<file path="src/rtl/lbp_engine.sv">
// Local-binary-pattern engine: walks a raster image in BRAM, builds an 8-neighbour
// LBP code per interior pixel and writes one result word per pixel (borders write 0).
module lbp_engine #(
    parameter int DATA_WIDTH = 12,
    parameter int ADDR_WIDTH = 19,
    parameter int IMG_W      = 300,
    parameter int IMG_H      = 400,
    parameter int CH_WIDTH   = 4,
    parameter int CH_SEL     = 0,
    parameter int RD_LATENCY = 1
) (
    input  logic                  clk_p,
    input  logic                  rst,
    input  logic                  start,
    input  logic [1:0]            cmd,
    output logic [ADDR_WIDTH-1:0] r_addr,
    input  logic [DATA_WIDTH-1:0] data_in,
    output logic [ADDR_WIDTH-1:0] o_addr,
    output logic [DATA_WIDTH-1:0] data_out,
    output logic                  output_valid,
    output logic                  busy,
    output logic                  all_ready
);

    localparam int NUM_CH = DATA_WIDTH / CH_WIDTH;
    localparam int WCNT_W = (RD_LATENCY > 1) ? $clog2(RD_LATENCY) : 1;
    localparam int COL_W  = $clog2(IMG_W);
    localparam int ROW_W  = $clog2(IMG_H);

    localparam logic [ADDR_WIDTH-1:0] W_A    = ADDR_WIDTH'(IMG_W);
    localparam logic [ADDR_WIDTH-1:0] ONE_A  = ADDR_WIDTH'(1);
    localparam logic [ADDR_WIDTH-1:0] LAST_P = ADDR_WIDTH'(IMG_W * IMG_H - 1);
    localparam logic [COL_W-1:0]      LAST_C = COL_W'(IMG_W - 1);
    localparam logic [ROW_W-1:0]      LAST_R = ROW_W'(IMG_H - 1);
    localparam logic [WCNT_W-1:0]     LAST_W = WCNT_W'(RD_LATENCY - 1);

    typedef enum logic [2:0] {
        S_IDLE,
        S_PIX,
        S_BORDER_WR,
        S_ISSUE,
        S_WAIT,
        S_CAPTURE,
        S_WR,
        S_DONE
    } state_t;

    state_t                state_q, state_d;
    logic [1:0]            mode_q, mode_d;
    logic [ADDR_WIDTH-1:0] p_q, p_d;
    logic [COL_W-1:0]      col_q, col_d;
    logic [ROW_W-1:0]      row_q, row_d;
    logic [3:0]            k_q, k_d;
    logic [WCNT_W-1:0]     wcnt_q, wcnt_d;
    logic [CH_WIDTH-1:0]   gc_q, gc_d;
    logic [7:0]            code_q, code_d;
    logic [ADDR_WIDTH-1:0] r_addr_q, r_addr_d;

    logic [CH_WIDTH-1:0]   nbr;
    logic                  data_unused;
    logic [ADDR_WIDTH-1:0] rd_addr;
    logic [2:0]            bit_idx;
    logic                  cmp;
    logic                  is_border;
    logic [7:0]            ring;
    logic [7:0]            ring_diff;
    logic [3:0]            trans_cnt;
    logic [3:0]            pop_cnt;
    logic [3:0]            uniform;
    logic [DATA_WIDTH-1:0] result;

    assign nbr         = data_in[CH_SEL*CH_WIDTH +: CH_WIDTH];
    assign data_unused = ^data_in;
    assign bit_idx     = 3'(k_q - 4'd1);
    assign cmp         = (mode_q == 2'd3) ? (nbr > gc_q) : (nbr >= gc_q);
    assign is_border   = (row_q == '0) || (row_q == LAST_R) || (col_q == '0) || (col_q == LAST_C);

    // k=0 reads the centre, k=1..8 read g0..g7 in code-bit order.
    always_comb begin
        case (k_q)
            4'd1:    rd_addr = p_q - W_A - ONE_A;
            4'd2:    rd_addr = p_q - W_A;
            4'd3:    rd_addr = p_q - W_A + ONE_A;
            4'd4:    rd_addr = p_q - ONE_A;
            4'd5:    rd_addr = p_q + ONE_A;
            4'd6:    rd_addr = p_q + W_A - ONE_A;
            4'd7:    rd_addr = p_q + W_A;
            4'd8:    rd_addr = p_q + W_A + ONE_A;
            default: rd_addr = p_q;
        endcase
    end

    // Circular ring g0,g1,g2,g4,g7,g6,g5,g3; ring_diff marks each adjacent-pair change.
    assign ring      = {code_q[3], code_q[5], code_q[6], code_q[7],
                        code_q[4], code_q[2], code_q[1], code_q[0]};
    assign ring_diff = ring ^ {ring[0], ring[7:1]};

    always_comb begin
        // NOTE: blocking '=' here is intentional; the loop accumulates within one evaluation.
        trans_cnt = '0;
        pop_cnt   = '0;
        for (int i = 0; i < 8; i++) begin
            trans_cnt = trans_cnt + 4'(ring_diff[i]);
            pop_cnt   = pop_cnt + 4'(code_q[i]);
        end
    end

    assign uniform = (trans_cnt <= 4'd2) ? pop_cnt : 4'd9;

    always_comb begin
        case (mode_q)
            2'd1:    result = {NUM_CH{code_q[7 -: CH_WIDTH]}};
            2'd2:    result = DATA_WIDTH'(uniform);
            default: result = DATA_WIDTH'(code_q);
        endcase
    end

    always_comb begin
        // NOTE: every signal gets a default first so no path can infer a latch.
        state_d      = state_q;
        mode_d       = mode_q;
        p_d          = p_q;
        col_d        = col_q;
        row_d        = row_q;
        k_d          = k_q;
        wcnt_d       = wcnt_q;
        gc_d         = gc_q;
        code_d       = code_q;
        r_addr_d     = r_addr_q;
        output_valid = 1'b0;
        o_addr       = '0;
        data_out     = '0;

        case (state_q)
            S_IDLE, S_DONE: begin
                if (start) begin
                    mode_d  = cmd;
                    p_d     = '0;
                    col_d   = '0;
                    row_d   = '0;
                    state_d = S_PIX;
                end
            end
            S_PIX: begin
                code_d  = '0;
                k_d     = '0;
                state_d = is_border ? S_BORDER_WR : S_ISSUE;
            end
            S_ISSUE: begin
                r_addr_d = rd_addr;
                wcnt_d   = '0;
                state_d  = S_WAIT;
            end
            S_WAIT: begin
                if (wcnt_q == LAST_W) state_d = S_CAPTURE;
                else                  wcnt_d  = wcnt_q + 1'b1;
            end
            S_CAPTURE: begin
                if (k_q == 4'd0) gc_d = nbr;
                else             code_d[bit_idx] = cmp;
                k_d     = k_q + 4'd1;
                state_d = (k_q == 4'd8) ? S_WR : S_ISSUE;
            end
            S_BORDER_WR, S_WR: begin
                output_valid = 1'b1;
                o_addr       = p_q;
                data_out     = (state_q == S_WR) ? result : '0;
                if (p_q == LAST_P) begin
                    state_d = S_DONE;
                end else begin
                    p_d     = p_q + ONE_A;
                    state_d = S_PIX;
                    if (col_q == LAST_C) begin
                        col_d = '0;
                        row_d = row_q + 1'b1;
                    end else begin
                        col_d = col_q + 1'b1;
                    end
                end
            end
            default: state_d = S_IDLE;
        endcase
    end

    // NOTE: sequential state uses non-blocking '<=' so all registers update together.
    always_ff @(posedge clk_p) begin
        if (rst) begin
            state_q  <= S_IDLE;
            mode_q   <= '0;
            p_q      <= '0;
            col_q    <= '0;
            row_q    <= '0;
            k_q      <= '0;
            wcnt_q   <= '0;
            gc_q     <= '0;
            code_q   <= '0;
            r_addr_q <= '0;
        end else begin
            state_q  <= state_d;
            mode_q   <= mode_d;
            p_q      <= p_d;
            col_q    <= col_d;
            row_q    <= row_d;
            k_q      <= k_d;
            wcnt_q   <= wcnt_d;
            gc_q     <= gc_d;
            code_q   <= code_d;
            r_addr_q <= r_addr_d;
        end
    end

    assign r_addr    = r_addr_q;
    assign busy      = (state_q != S_IDLE) && (state_q != S_DONE);
    assign all_ready = (state_q == S_DONE);

endmodule

</file>
<file path="config.mk">
export PLATFORM = sky130hd
export DESIGN_NAME = lbp_engine
export DESIGN_NICKNAME = d
export VERILOG_FILES = /design/src/rtl/lbp_engine.sv
export SDC_FILE = /design/constraint.sdc
export NUM_CORES = 1
export LEC_CHECK = 0
export ABC_CLOCK_PERIOD_IN_PS = 3900
export BUFFER_PORTS_ARGS = -buffer_cell sky130_fd_sc_hd__buf_2
export CORE_MARGIN = 5
export CORE_UTILIZATION = 40
export DETAILED_ROUTE_END_ITERATION = 10
export GPL_ROUTABILITY_DRIVEN = 1
export PLACE_DENSITY = 0.6
export SYNTH_ARGS = -nofsm -noshare
export SYNTH_HDL_FRONTEND = slang
export SYNTH_SLANG_ARGS = --single-unit
</file>
<file path="constraint.sdc">
create_clock -name clk_p -period 3.9 [get_ports clk_p]
set_input_delay 0.585 -clock clk_p [delete_from_list [all_inputs] [get_ports clk_p]]
set_output_delay 0.585 -clock clk_p [all_outputs]
set_load 0.01 [all_outputs]
</file>
## Yosys cells after proc, flatten, opt, wreduce, memory -nomap -nowiden

Index checks and enable logic that the tools add are counted.

| storage, ports and cells | value |
|---|---|
| flip-flop bits (word level) | 78 |
| bits in latches | 0 |
| bits in writable memories | 0 |
| memory bits (read-only) | 0 |
| input bits | 17 |
| output and inout bits | 53 |
| logic and storage cells | 123 |
| memories | 0 |

| cells by class | value |
|---|---|
| $add $sub $neg | 27 |
| $mul | 0 |
| div/mod/pow operators | 0 |
| order comparisons | 5 |
| equality and inequality tests | 27 |
| shifts and indexed selects | 0 |
| multiplexer cells | 32 |
| bitwise operators | 1 |
| reductions and logical operators | 21 |

Operators by type and width:

| kind | count |
|---|---|
| 19-bit one-hot mux with 8 select lines | 1 |
| 19-bit by 1-bit adder with 19-bit output (second input constant) | 3 |
| 19-bit 2-to-1 mux | 3 |
| 19-bit by 1-bit subtractor with 19-bit output (second input constant) | 3 |
| 9-bit 2-to-1 mux | 5 |
| 19-bit one-hot mux with 2 select lines | 1 |
| 9-bit one-hot mux with 2 select lines | 2 |
| 4-bit by 1-bit adder with 4-bit output | 8 |
| 12-bit 2-to-1 mux | 2 |
| 12-bit one-hot mux with 2 select lines | 1 |
| 19-bit by 9-bit adder with 19-bit output (second input constant) | 1 |
| 19-bit by 17-bit == test with 1-bit output (second input constant) | 1 |
| 19-bit by 9-bit subtractor with 19-bit output (second input constant) | 1 |
| 9-bit by 1-bit adder with 9-bit output (second input constant) | 2 |
| 9-bit == test (second input constant) | 2 |
| 9-bit logical NOT | 2 |
| 3-bit one-hot mux with 6 select lines | 1 |
| 4-bit by 3-bit == test with 1-bit output (second input constant) | 4 |
| 8-bit one-hot mux with 2 select lines | 1 |
| 3-bit == test (second input constant) | 4 |
| 3-bit 2-to-1 mux | 4 |
| 2-bit inequality test (second input constant) | 5 |
| 3-bit by 1-bit adder with 4-bit output | 2 |
| 8-bit bitwise mux | 1 |
| other kinds (35) | 53 |

## Depth between registers and ports, before layout

Gate-level depths: netlist (run 1).

| depth | value |
|---|---|
| depth after elaboration | 13 |
| mapped depth | 17 |
| gate-level depth less buffers | 16 |

## Worst setup path before layout (run 1)

OpenSTA, ideal clock, no wires.

| timing path | value |
|---|---|
| kind | register to output |
| start point | reg code_q[2] |
| end point | out data_out[3] |
| arrival | 3.446 ns |
| slack | -0.131 ns |
| cell stages (with the launch flop) | 17 |
| cells stage by stage | dfxtp_1 -> clkbuf_1 -> xor2_1 -> ha_1 -> inv_1 -> fa_1 -> inv_1 -> fa_1 -> ha_1 -> fa_1 -> o21a_1 -> a21oi_1 -> o21ai_0 -> a22oi_1 -> nor2_1 -> a21oi_1 -> nor2_1 |

| on the way | value |
|---|---|
| longest elaborated chain between the ends | 13 |
| elaborated cells on any way between the ends | 19 |
| those cells by class | add/sub (13); order compare (1); mux (4); bitwise (1) |

Ends and longest elaborated chain:

| element | RTL line | source |
|---|---|---|
| from (decl) | 56 | `logic [7:0] code_q, code_d;` |
| from (signal assigned) | 207 | `code_q <= code_d;` |
| 8-bit XOR | 96 | `assign ring_diff = ring ^ {ring[0], ring[7:1]};` |
| 1-bit by 1-bit adder with 2-bit output | 103 | `trans_cnt = trans_cnt + 4'(ring_diff[i]);` |
| 2-bit by 1-bit adder with 3-bit output | 103 |  |
| 3-bit by 1-bit adder with 4-bit output | 103 |  |
| 4-bit by 1-bit adder with 4-bit output (4 in series) | 103 |  |
| 4-bit by 2-bit <= comparator with 1-bit output | 108 | `assign uniform = (trans_cnt <= 4'd2) ? pop_cnt : 4'd9;` |
| 4-bit 2-to-1 mux (*) | 108 |  |
| 12-bit one-hot mux with 2 select lines (*) | 111 | `case (mode_q)` |
| 12-bit 2-to-1 mux (*) | 167 | `data_out = (state_q == S_WR) ? result : '0;` |
| 12-bit 2-to-1 mux (*) | 134 | `case (state_q)` |
| to (decl) | 19 | `output logic [DATA_WIDTH-1:0] data_out,` |

Every way passes the cells marked *; elsewhere a longest branch is shown, timed or not.

## Worst setup path in the final report (run 1)

| timing path | value |
|---|---|
| start point | reg code_q[0] |
| end point | out data_out[2] |

The elaborated chain is that of the path after synthesis.

==> results of run 1 <==
timing repair:
item / CTS / global route
pin swaps: 4 / 2
endpoints found under the setup margin: 4 / 4
resized for setup: 4 / 0
synth_stat cells, drive strengths merged, types with 17 or more instances:
cell type,number
a21oi,95
nor3,58
ha,28
xor2,31
nand3,44
nand4,21
nand2,95
or3,17
buf,33
nor2,139
mux2i,20
dfxtp,77
o21ai,63
clkbuf,66
inv,42
o211ai,26
xnor2,42
per-layer routing:
metal,global-route usage [%],wire (um)
met1,32.17,12210
met2,40.64,13370
met3,3.948,2349
met4,11.75,1491
met5,0,0
critical path, stage by stage, from the launching register on:
cell     delay [ps]
dfxtp_2         320
xor2_1          160
ha_1            270
inv_1            50
fa_1            520
inv_1            50
fa_1            440
ha_2            210
fa_2            530
a21oi_2          70
buf_4           140
a32oi_1         180
nor2_1           50
a21oi_1         110
nor2_1           40
buf_2           140
cell type report:
cell class / count / area, um^2
Clock buffer: 10 / 229.0
Sequential cell: 77 / 1543
Timing Repair Buffer: 118 / 733.2
Tap cell: 270 / 337.8
Fill cell: 2094 / 11030
Clock inverter: 6 / 71.32
Inverter: 45 / 168.9
Multi-Input combinational cell: 933 / 5996
sequential cells by signal, indices dropped and copies added (netlist names), 3 cells and up:
| register | count |
|---|---|
| col_q | 9 |
| code_q | 8 |
| state_q | 3 |
| k_q | 4 |
| r_addr | 19 |
| p_q | 19 |
| row_q | 9 |
| gc_q | 4 |
where the power goes:
part	switching, mW	internal (mW)	leakage (nW)
registers	0.0129	0.796	0.622
clock network	0.394	0.504	0.145
logic	0.133	0.0563	2.61
total	0.540	1.36	3.37
final timing paths:
path | startpoint | to | cells past startpoint
setup / recovery | code_q[0]$_SDFFE_PP0P_ | data_out[2] | 15
hold / removal | r_addr[6]$_SDFFE_PP0N_ | r_addr[6]$_SDFFE_PP0N_ | 2
setup reg to reg | k_q[1]$_SDFFE_PP0P_ | r_addr[15]$_SDFFE_PP0N_ | 12
hold reg to reg | r_addr[6]$_SDFFE_PP0N_ | r_addr[6]$_SDFFE_PP0N_ | 2
cell families after synthesis:
logic type / Yosys count
simple gates: 476
compound gates: 328
fa+ha+maj: 35
buf+inv: 144
flops: 77
mux: 21
xor+xnor: 73
through the flow:
stage               worst slack (ps)  hold WS [ps]  setup TNS [ps]
detailed placement            -104.1         447.0          -284.9
finish                        -335.8         453.2           -1285
floorplan                      4.803         458.5               0
global placement              -68.57         439.4          -158.4
global route                  -552.6         464.5           -2134
CTS                           -369.2         455.1           -1390
==> summary.txt, run 1 <==
Place
  – Placed inst area: 8772 um^2
  – Routability-driven placement congestion ratio: 0.9695
  – Post-Place Cells: 1443
  – Dpl hpwl: 21560 um
  – PortBufs: 61

Floorplan
  – Starting Density: 40.38%
  – Die Area: 23250 um^2
  – IO Count: 70
  – Site Rows: 52
  – Die H: 152.5 um
  – Die width: 152.5 um
  – Core Area: 20100 um^2

Outcome
  – Status: finished with violations
  – Failing checks: negative setup slack

Logic synthesis
  – Area contributors post-synth: dfxtp_1, nor2_1, a21oi_1
  – Synth Area in Compound Gates: 27.26%
  – Synthesized area per cell: between 7 and 8 um^2
  – Synth warn: 0
  – Yosys cell types: 84
  – Post-Synthesis Cells: 1154
  – Number of flops mapped to enable cells by yosys: 0
  – Largest family of logic cells by synthesized area: simple AND/OR/NAND/NOR gates
  – Post-synth top area share: 18.99%
  – Area leader, netlist: dfxtp_1
  – Top_reg_cell synth: dfxtp_1
  – #FFs+latches synth: 77
  – Post-synthesis mux area share: 2.897%
  – Net Count, Synth: 1206
  – Synth Area in Adders: 6.041%
  – Simple-Gate Fraction of Synth Area: 29.47%
  – Fraction of registers with async set/reset: 0%
  – Sequential cell area fraction in the yosys report: 18.99%
  – Synth Area in XOR/XNOR: 7.967%
  – Mapped Area: 8119 um^2

STA
  – Max frequency: about 240 MHz
  – Setup-failing EPs final: 4
  – Tmin final: 4236 ps
  – Slew @ Worst Pin: 888.0 ps
  – Final hold vios: 0
  – Final Skew: 18.12 ps
  – Final setup margin: -335.8 ps
  – Fin. max-slew vios: 0
  – RSZ-0062 raised after global routing: yes
  – Tcrit/Tclk final: 108.6%
  – Rel. slew slack: 40.80%

Routing
  – Drc violations: 0
  – Drt first-iter violations: 756
  – Routed WL: 29430 um
  – Pre-antenna DRT Iters: 5
  – Via-per-instance ratio: 6.175
  – DR vias: 9010
  – Antenna-violating nets left: 0
  – Routed WL per cell: between 20 and 25 um

Clock tree
  – Root Driver: clkbuf_16
  – CTS tree: yes
  – Reg clk slew, reported paths: 70 ps
  – Clk sinks: 77
  – Cts hold-fix bufs: 0
  – Htree depth: 3
  – Number of post-CTS setup repair buffers: 0
  – Total CTS buffers: 9
  – Clock tree buffer depth: 2
  – Latest clock arrival within the worst-skew pair: between 300 and 400 ps

GRT
  – Number of global-route vias before repair: approximately 8500
  – First-pass GRT wire length: between 40000 and 50000 um
  – Congestion Overflow GR: 0
  – GRT Total Usage: between 20% and 30%
  – Initial antenna violation count: 0
  – Largest net degree at the start of global routing: 42

Layout
  – Final net count: around 1200
  – Commonest non-fill, non-tap cell in the layout: nor2_1
  – Diode count: 0
  – Finished Layout Cells: 1459
  – Most frequent cells in the layout: nor2_1, nand2_1, a21oi_1
  – Final Cell Area: 9079 um^2
  – Area Growth Syn to Fin: 11.82%
  – Layout cells sized above 1: 14.63%
  – Final core occ: 45.16%

Setup path
  – Kind of end point of the critical path: primary output
  – CP startpoint kind: register
  – Crit-path max FO: 3
  – Setup slack, reg-to-reg: between 200 and 300 ps
  – Worst EP arrival: 3650 ps
  – Worst EP required: 3310 ps
  – WS Path Type: reg2out

Pwr
  – Design Power: 1.896 mW
  – Power per standard cell area: 208.9 nW/um^2
  – Worst IR Drop VDD: 0.3027 mV
  – Leak: between 3 and 4 nW

Min path
  – Hold Path Class: reg2reg

Job
  – Max-cap check violation count: 0
Power figures use the tool's default switching activity.
==> inputs of run 2 (changes only) <==
--- a/config.mk
+++ b/config.mk
@@ -5,13 +5,14 @@
 export SDC_FILE = /design/constraint.sdc
 export NUM_CORES = 1
 export LEC_CHECK = 0
+export ABC_AREA = 1
 export ABC_CLOCK_PERIOD_IN_PS = 3900
 export BUFFER_PORTS_ARGS = -buffer_cell sky130_fd_sc_hd__buf_2
 export CORE_MARGIN = 5
 export CORE_UTILIZATION = 40
 export DETAILED_ROUTE_END_ITERATION = 10
 export GPL_ROUTABILITY_DRIVEN = 1
-export PLACE_DENSITY = 0.6
+export PLACE_DENSITY = 0.61
 export SYNTH_ARGS = -nofsm -noshare
 export SYNTH_HDL_FRONTEND = slang
 export SYNTH_SLANG_ARGS = --single-unit
==> run 2 against run 1 <==
The run still ends with negative setup slack left. Clock power grew 9.4%. Die area shrank 6.6%. Sequential share of layout area up 1.1 points. Area after synthesis fell by 7.0%. Global-route usage decreased by 0.47 points. Synthesized cell count grew 12%. Sequential power increased by 7.7%. Clock-buffer cell count unchanged. Critical path type unchanged.
==> summary.txt, run 2 <==
Place
  – Routability-driven placement congestion ratio: 0.9944 (was 0.9695)
  – PortBufs: 61 (unchanged)
  – Dpl hpwl: 20150 um (was 21560 um)
  – Post-Place Cells: 1566 (was 1443)

Setup path
  – Kind of end point of the critical path: primary output (unchanged)
  – Top cell family by delay on the critical path: adder cells (unchanged)
  – Start of the worst register-to-register path: k_q[0]$_SDFFE_PP0P_ (was k_q[1]$_SDFFE_PP0P_)
  – Crit-path max FO: 3 (unchanged)
  – Worst EP arrival: 3480 ps (was 3650 ps)
  – CP startpoint kind: register (unchanged)
  – Slowest cell on crit path: fa_1 (was fa_2)
  – Critical path buffer and inverter count: 4 (unchanged)
  – R2R cell count: 17 (was 12)
  – R2R Path End: r_addr[15]$_SDFFE_PP0N_ (unchanged)
  – WS Path Type: reg2out (unchanged)
  – Worst EP required: 3310 ps (about the same)
  – Crit path launch: code_q[4]$_SDFFE_PP0P_ (was code_q[0]$_SDFFE_PP0P_)
  – Setup slack, reg-to-reg: 560 ps (was 270 ps)
  – Critical-path cell list: xor2_1 > ha_1 > inv_1 > fa_1 > inv_2 > fa_1 > ha_2 > fa_2 > nand2_2 > nand2_2 > inv_2 > nand3_2 > a311oi_2 > buf_2 (was xor2_1 > ha_1 > inv_1 > fa_1 > inv_1 > fa_1 > ha_2 > fa_2 > a21oi_2 > buf_4 > a32oi_1 > nor2_1 > a21oi_1 > nor2_1 > buf_2)
  – Slowest stage delay, CP: 500 ps (was 530 ps)

Pwr
  – Design Power: 2.779 mW (was 1.896 mW)
  – Worst IR Drop VDD: 0.2437 mV (was 0.3027 mV)
  – Power per standard cell area: 326.3 nW/um^2 (was 208.9 nW/um^2)
  – Leak: 3.790 nW (was 3.372 nW)

Floorplan
  – Site Rows: 50 (was 52)
  – IO Count: 70 (unchanged)
  – Starting Density: 40.49% (was 40.38%)
  – Die Area: 21720 um^2 (was 23250 um^2)
  – Core Area: 18640 um^2 (was 20100 um^2)
  – Die H: 147.4 um (was 152.5 um)
  – Die width: 147.4 um (was 152.5 um)

GRT
  – First-pass GRT wire length: 42660 um (was 47150 um)
  – Initial antenna violation count: 0 (unchanged)
  – Largest net degree at the start of global routing: 41 (was 42)
  – Congestion Overflow GR: 0 (unchanged)
  – GRT Total Usage: 24.40% (was 24.87%)
  – Number of global-route vias before repair: 8131 (was 8478)

Layout
  – Commonest non-fill, non-tap cell in the layout: nand2_1 (was nor2_1)
  – Most frequent cells in the layout: nand2_1, nand3_1, nor2_1 (was nor2_1, nand2_1, a21oi_1)
  – Final net count: 1397 (was 1236)
  – Layout cells sized above 1: 12.67% (was 14.63%)
  – Finished Layout Cells: 1584 (was 1459)
  – Area Growth Syn to Fin: 12.81% (was 11.82%)
  – Diode count: 0 (unchanged)
  – # fillers: 1996 (was 2094)
  – Final core occ: 45.68% (was 45.16%)

Clock tree
  – Latest clock arrival within the worst-skew pair: 360 ps (was 370 ps)
  – Clock tree buffer depth: 2 (unchanged)
  – CTS tree: yes (unchanged)
  – Clk sinks: 77 (unchanged)
  – Total CTS buffers: 9 (unchanged)
  – Cts hold-fix bufs: 0 (unchanged)
  – Reg clk slew, reported paths: 60 ps (was 70 ps)
  – Htree depth: 3 (unchanged)
  – Root Driver: clkbuf_16 (unchanged)

Logic synthesis
  – Area contributors post-synth: dfxtp_1, nand2_1, nand3_1 (was dfxtp_1, nor2_1, a21oi_1)
  – Number of flops mapped to enable cells by yosys: 0 (unchanged)
  – Mapped Area: 7548 um^2 (was 8119 um^2)
  – Yosys cell types: 48 (was 84)
  – Synth top cells by count: nand2_1, nand3_1, nor2_1, inv_1, a21oi_1 (was nor2_1, nand2_1, a21oi_1, dfxtp_1, clkbuf_1)
  – Post-Synthesis Cells: 1293 (was 1154)
  – Post-synth top area share: 20.42% (was 18.99%)
  – Fraction of registers with async set/reset: 0% (unchanged)
  – Net Count, Synth: 1345 (was 1206)
  – Top_reg_cell synth: dfxtp_1 (unchanged)
  – #FFs+latches synth: 77 (unchanged)
  – Sequential cell area fraction in the yosys report: 20.42% (was 18.99%)
  – Area leader, netlist: dfxtp_1 (unchanged)
  – Synthesized area per cell: 5.838 um^2 (was 7.036 um^2)
  – Most common cell in the synthesized netlist: nand2_1 (was nor2_1)
  – Synth warn: 0 (unchanged)

Routing
  – Routed WL per cell: 17.07 um (was 20.17 um)
  – Routed WL: 27040 um (was 29430 um)
  – Drt first-iter violations: 917 (was 756)
  – Drc violations: 0 (unchanged)
  – Antenna-violating nets left: 0 (unchanged)
  – DR vias: 8862 (was 9010)
  – Pre-antenna DRT Iters: 8 (was 5)
  – Via-per-instance ratio: 5.595 (was 6.175)

Min path
  – Worst hold endpoint: gc_q[1]$_SDFFE_PP0P_ (was r_addr[6]$_SDFFE_PP0N_)
  – Worst hold stages: 2 (unchanged)
  – Hold Path Class: reg2reg (unchanged)
  – Hold Crit Start: gc_q[1]$_SDFFE_PP0P_ (was r_addr[6]$_SDFFE_PP0N_)

STA
  – Final Skew: 14.92 ps (was 18.12 ps)
  – Final hold vios: 0 (unchanged)
  – Fin. max-slew vios: 0 (unchanged)
  – Tmin final: 4064 ps (was 4236 ps)
  – Slew @ Worst Pin: 939.9 ps (was 888.0 ps)
  – Hold WS: 463.7 ps (was 453.2 ps)
  – Setup-failing EPs final: 4 (unchanged)
  – Tcrit/Tclk final: 104.2% (was 108.6%)
  – Rel. slew slack: 37.27% (was 40.80%)
  – Max frequency: 246.1 MHz (was 236.1 MHz)
  – Final setup margin: -164.2 ps (was -335.8 ps)
  – RSZ-0062 raised after global routing: yes (unchanged)

Job
  – Max-cap check violation count: 0 (unchanged)

Outcome
  – Status: finished with violations (unchanged)
  – Failing checks: negative setup slack (unchanged)
-- run 2: cell count changes after synthesis, moves of 17 or more --
| cell | previous run | this run |
|---|---|---|
| inv_1 | 40 | 138 |
| clkbuf_1 | 66 | 24 |
| nand3_1 | 44 | 164 |
| mux2i_1 | 19 | 0 |
| nor3_1 | 56 | 28 |
| xnor2_1 | 42 | 4 |
| or3_1 | 17 | 0 |
| nand2_1 | 95 | 323 |
-- run 2: stage by stage --
step                setup WS, ps  cell area [um^2]  TNS, ps
floorplan                  132.1              7548        0
global placement           102.3              8115        0
detailed placement         23.77              8115        0
CTS                       -274.7              8489   -776.8
global route              -335.8              8516    -1219
finish                    -164.2              8516   -572.1
-- run 2: power by group --
part / leakage [nW] / switching [mW] / internal [mW]
Clock: 0.165 / 0.396 / 0.586
Sequential: 0.625 / 0.0526 / 0.819
Combinational: 3.00 / 0.613 / 0.312
Total: 3.79 / 1.06 / 1.72
-- run 2: worst max path at each step --
| stage | slack [ps] | cells after the start | to |
|---|---|---|---|
| floorplan | 130 | 13 | data_out[2] |
| global placement | 100 | 14 | data_out[1] |
| detailed placement | 20 | 14 | data_out[2] |
| CTS | -270 | 14 | data_out[2] |
| global route | -340 | 14 | data_out[2] |
| finish | -160 | 14 | data_out[2] |
-- run 2: what timing repair did --
| item | CTS | global route |
|---|---|---|
| gates resized for setup | 9 | 8 |
| setup buffers | 2 | 0 |
| pin swaps | 10 | 3 |
| endpoints found under the setup margin | 4 | 4 |
-- run 2: kinds of logic after synthesis --
group           share of synthesized area (%)
compound gates                          16.96
fa+ha+maj                               6.498
buf+inv                                 10.67
flops                                   20.42
xor+xnor                                3.249
simple gates                            42.20
-- run 2: cell type report --
class | count | area (um^2) | area share, %
inverter | 155 | 581.8 | 6.832
tap | 234 | 292.8 | 3.438
clock inverter | 6 | 93.84 | 1.102
clock buffer | 10 | 239.0 | 2.806
timing repair buffer | 88 | 511.7 | 6.009
multi-input combinational | 1014 | 5253 | 61.68
sequential | 77 | 1544 | 18.13
-- run 2: worst register-to-register path, stage by stage, from the launching register on --
cell and delay, ps:
dfxtp_1 410, clkinv_1 230, ha_1 340, nand2_1 130, nor2_4 520, nand3_1 180
nand2_1 160, nand3_1 110, nor2_1 210, nand2_1 120, nor2_2 200, nand3_1 100
nand2_1 90, nand2_1 50, a21oi_1 160, nand2_1 80, nand2_1 60, a21oi_1 50
-- run 2: layer usage --
layer | share of wire [%] | GRT usage (%) | vias up
li1 | - | - | 4398
met1 | 44 | 33.68 | 3992
met2 | 44 | 38.89 | 406
met3 | 8.8 | 3.955 | 66
met4 | 2.8 | 8.201 | 0
met5 | 0 | 0 | -
==> inputs of run 3 (changes only) <==
--- a/config.mk
+++ b/config.mk
@@ -5,14 +5,14 @@
 export SDC_FILE = /design/constraint.sdc
 export NUM_CORES = 1
 export LEC_CHECK = 0
-export ABC_AREA = 1
 export ABC_CLOCK_PERIOD_IN_PS = 3900
 export BUFFER_PORTS_ARGS = -buffer_cell sky130_fd_sc_hd__buf_2
 export CORE_MARGIN = 5
 export CORE_UTILIZATION = 40
 export DETAILED_ROUTE_END_ITERATION = 10
 export GPL_ROUTABILITY_DRIVEN = 1
-export PLACE_DENSITY = 0.61
+export MAX_ROUTING_LAYER = met4
+export PLACE_DENSITY = 0.6
 export SYNTH_ARGS = -nofsm -noshare
 export SYNTH_HDL_FRONTEND = slang
 export SYNTH_SLANG_ARGS = --single-unit
==> run 3 against run 2 <==
The flow still finishes with violations (negative setup slack). Setup slack got worse by 150 ps. Cell count fell by 7.3%. Combinational power shrank 79%. Clock power increased by 4%. Non-clock buffer count rose by 39. Core utilization increased by 0.071 points. Flip-flop and latch count is the same. Wire length up 9.9%. Register-to-register slack worse by 150 ps. Worst hold slack got worse by 14 ps. Design area up 8.0%.
==> summary.txt, run 3 (synthesis results as in run 1) <==
Outcome
  – Status: finished with violations (unchanged)
  – Failing checks: negative setup slack (unchanged)

Pwr
  – Worst IR Drop VDD: 0.2076 mV (was 0.2437 mV)
  – Power per standard cell area: 219.8 nW/um^2 (was 326.3 nW/um^2)
  – Leak: 3.436 nW (was 3.790 nW)

Setup path
  – Setup slack, reg-to-reg: 410 ps (was 560 ps)
  – Critical path buffer and inverter count: 4 (unchanged)
  – R2R cell count: 11 (was 17)
  – Crit-path max FO: 5 (was 3)
  – Crit path top cell by count: fa_1
  – Worst EP arrival: 3630 ps (was 3480 ps)
  – Top cell family by delay on the critical path: adder cells (unchanged)
  – Worst EP required: 3310 ps (about the same)
  – Slowest cell on crit path: fa_1 (unchanged)
  – Critical-path cell list: buf_4 > fa_1 > inv_1 > fa_1 > fa_1 > inv_1 > ha_2 > fa_2 > xor2_1 > a32oi_1 > nor2_1 > a21oi_1 > nor2_1 > buf_2 (was xor2_1 > ha_1 > inv_1 > fa_1 > inv_2 > fa_1 > ha_2 > fa_2 > nand2_2 > nand2_2 > inv_2 > nand3_2 > a311oi_2 > buf_2)
  – WS Path Type: reg2out (unchanged)
  – Start of the worst register-to-register path: k_q[0]$_SDFFE_PP0P_ (unchanged)
  – R2R Path End: r_addr[18]$_SDFFE_PP0N_ (was r_addr[15]$_SDFFE_PP0N_)
  – CP startpoint kind: register (unchanged)
  – Kind of end point of the critical path: primary output (unchanged)
  – Slowest stage delay, CP: 540 ps (was 500 ps)

Layout
  – Final net count: 1245 (was 1397)
  – Finished Layout Cells: 1468 (was 1584)
  – Commonest non-fill, non-tap cell in the layout: nor2_1 (was nand2_1)
  – Layout cells sized above 1: 15.53% (was 12.67%)
  – Area Growth Syn to Fin: 13.28% (was 12.81%)
  – Diode count: 0 (unchanged)
  – Most frequent cells in the layout: nor2_1, nand2_1, a21oi_1 (was nand2_1, nand3_1, nor2_1)

Routing
  – Via-per-instance ratio: 6.153 (was 5.595)
  – Pre-antenna DRT Iters: 6 (was 8)
  – Routed WL per cell: 20.24 um (was 17.07 um)
  – Drc violations: 0 (unchanged)
  – Routed WL: 29720 um (was 27040 um)
  – Antenna-violating nets left: 0 (unchanged)
  – DR vias: 9033 (was 8862)
  – Drt first-iter violations: 912 (was 917)

Place
  – Dpl hpwl: 21960 um (was 20150 um)
  – Post-Place Cells: 1450 (was 1566)
  – PortBufs: 61 (unchanged)
  – Routability-driven placement congestion ratio: 1.000 (was 0.9944)

GRT
  – First-pass GRT wire length: 47310 um (was 42660 um)
  – GRT Total Usage: 25.70% (was 24.40%)
  – Initial antenna violation count: 1 (was 0)
  – Met3 GRT Util: 4.601% (was 3.955%)
  – Number of global-route vias before repair: 8456 (was 8131)
  – Largest net degree at the start of global routing: 42 (was 41)
  – GRT met1 Usage: 32.14% (was 33.68%)
  – Congestion Overflow GR: 0 (unchanged)
  – GR peak layer: met2 (unchanged)
  – GR Layer Usage met2: 41.41% (was 38.89%)

Clock tree
  – Total CTS buffers: 9 (unchanged)
  – Latest clock arrival within the worst-skew pair: 350 ps (was 360 ps)
  – Clk sinks: 77 (unchanged)
  – Root Driver: clkbuf_16 (unchanged)
  – Reg clk slew, reported paths: 60 ps (about the same)
  – CTS tree: yes (unchanged)
  – Clock tree buffer depth: 2 (unchanged)
  – Cts hold-fix bufs: 0 (unchanged)
  – Htree depth: 3 (unchanged)

STA
  – Hold WS: 449.6 ps (was 463.7 ps)
  – Tcrit/Tclk final: 108.0% (was 104.2%)
  – Fin. max-slew vios: 0 (unchanged)
  – Final hold vios: 0 (unchanged)
  – Final setup margin: -310.5 ps (was -164.2 ps)
  – Setup-failing EPs final: 4 (unchanged)
  – Rel. slew slack: 41.74% (was 37.27%)
  – Tmin final: 4211 ps (was 4064 ps)
  – RSZ-0062 raised after global routing: yes (unchanged)
  – Slew @ Worst Pin: 873.8 ps (was 939.9 ps)
  – Final Skew: 6.469 ps (was 14.92 ps)
  – Max frequency: 237.5 MHz (was 246.1 MHz)

Floorplan
  – Die H: 152.5 um (was 147.4 um)
  – Site Rows: 52 (was 50)
  – Starting Density: 40.38% (was 40.49%)
  – Die width: 152.5 um (was 147.4 um)
  – Die Area: 23250 um^2 (was 21720 um^2)
  – IO Count: 70 (unchanged)
  – Core Area: 20100 um^2 (was 18640 um^2)

Job
  – Max-cap check violation count: 0 (unchanged)

Min path
  – Worst hold endpoint: r_addr[3]$_SDFFE_PP0N_ (was gc_q[1]$_SDFFE_PP0P_)
  – Worst hold stages: 2 (unchanged)
  – Hold Path Class: reg2reg (unchanged)
  – Hold Crit Start: r_addr[3]$_SDFFE_PP0N_ (was gc_q[1]$_SDFFE_PP0P_)
[run 3: cell count changes in the layout (fill, tap and decap cells not counted), moves of 19 or more]
cell,before,now
nand3_1,162,44
nand2_1,321,95
nor3_1,27,56
inv_1,135,39
xnor2_1,4,42
buf_4,26,66
mux2i_1,0,19
[run 3: report_power, final]
part | internal (mW) | switching [mW] | total [mW]
clock network | 0.635 | 0.387 | 1.02
logic | 0.0569 | 0.134 | 0.191
registers | 0.796 | 0.0129 | 0.809
total | 1.49 | 0.534 | 2.02
[run 3: repair_timing]
item / in CTS / in global routing
gates resized for setup: 6 / 1
pin swaps: 9 / 2
setup buffers: 1 / 1
setup endpoints to repair: 4 / 4
[run 3: worst max-delay path by stage]
stage                                start          end  slack, ps  cells after the start
detailed placement  code_q[0]$_SDFFE_PP0P_  data_out[3]       -140                     16
CTS                 code_q[0]$_SDFFE_PP0P_  data_out[3]       -370                     16
finish              code_q[0]$_SDFFE_PP0P_  data_out[2]       -310                     14
global placement    code_q[0]$_SDFFE_PP0P_  data_out[3]        -70                     16
floorplan           code_q[2]$_SDFFE_PP0P_  data_out[3]          5                     16
global route        code_q[0]$_SDFFE_PP0P_  data_out[3]       -510                     16
[run 3: worst min-delay path, cell delays in order (launching register included)]
cell and delay [ps]:
dfxtp_1 310, nand2_1 50, a21oi_1 50
[run 3: final cells by class]
cell class / count / area [um^2]
tap: 270 / 337.8
multi-input combinational: 933 / 5998
clock inverter: 6 / 118.9
fill: 2092 / 10910
clock buffer: 10 / 229.0
inverter: 45 / 168.9
sequential: 77 / 1544
timing repair buffer: 127 / 800.8
[run 3: routing by layer]
metal / vias up / routed length (um)
met2: 439 / 13650
met5: - / 0
met1: 4211 / 12420
met3: 105 / 2391
met4: 0 / 1259
li1: 4278 / -
[run 3: through the flow]
stage	setup slack, ps	total power [mW]	instance area, um^2	util, %	TNS, ps
finish	-310.5	2.021	9198	45.75	-1069
global route	-507.3	2.097	9198	45.75	-1890
CTS	-372.8	2.047	9190	45.71	-1366
detailed placement	-140.0	1.017	8825	43.89	-380.1
global placement	-72.10	1.015	8825	43.89	-169.6
floorplan	4.803	0.9442	8127	-	0
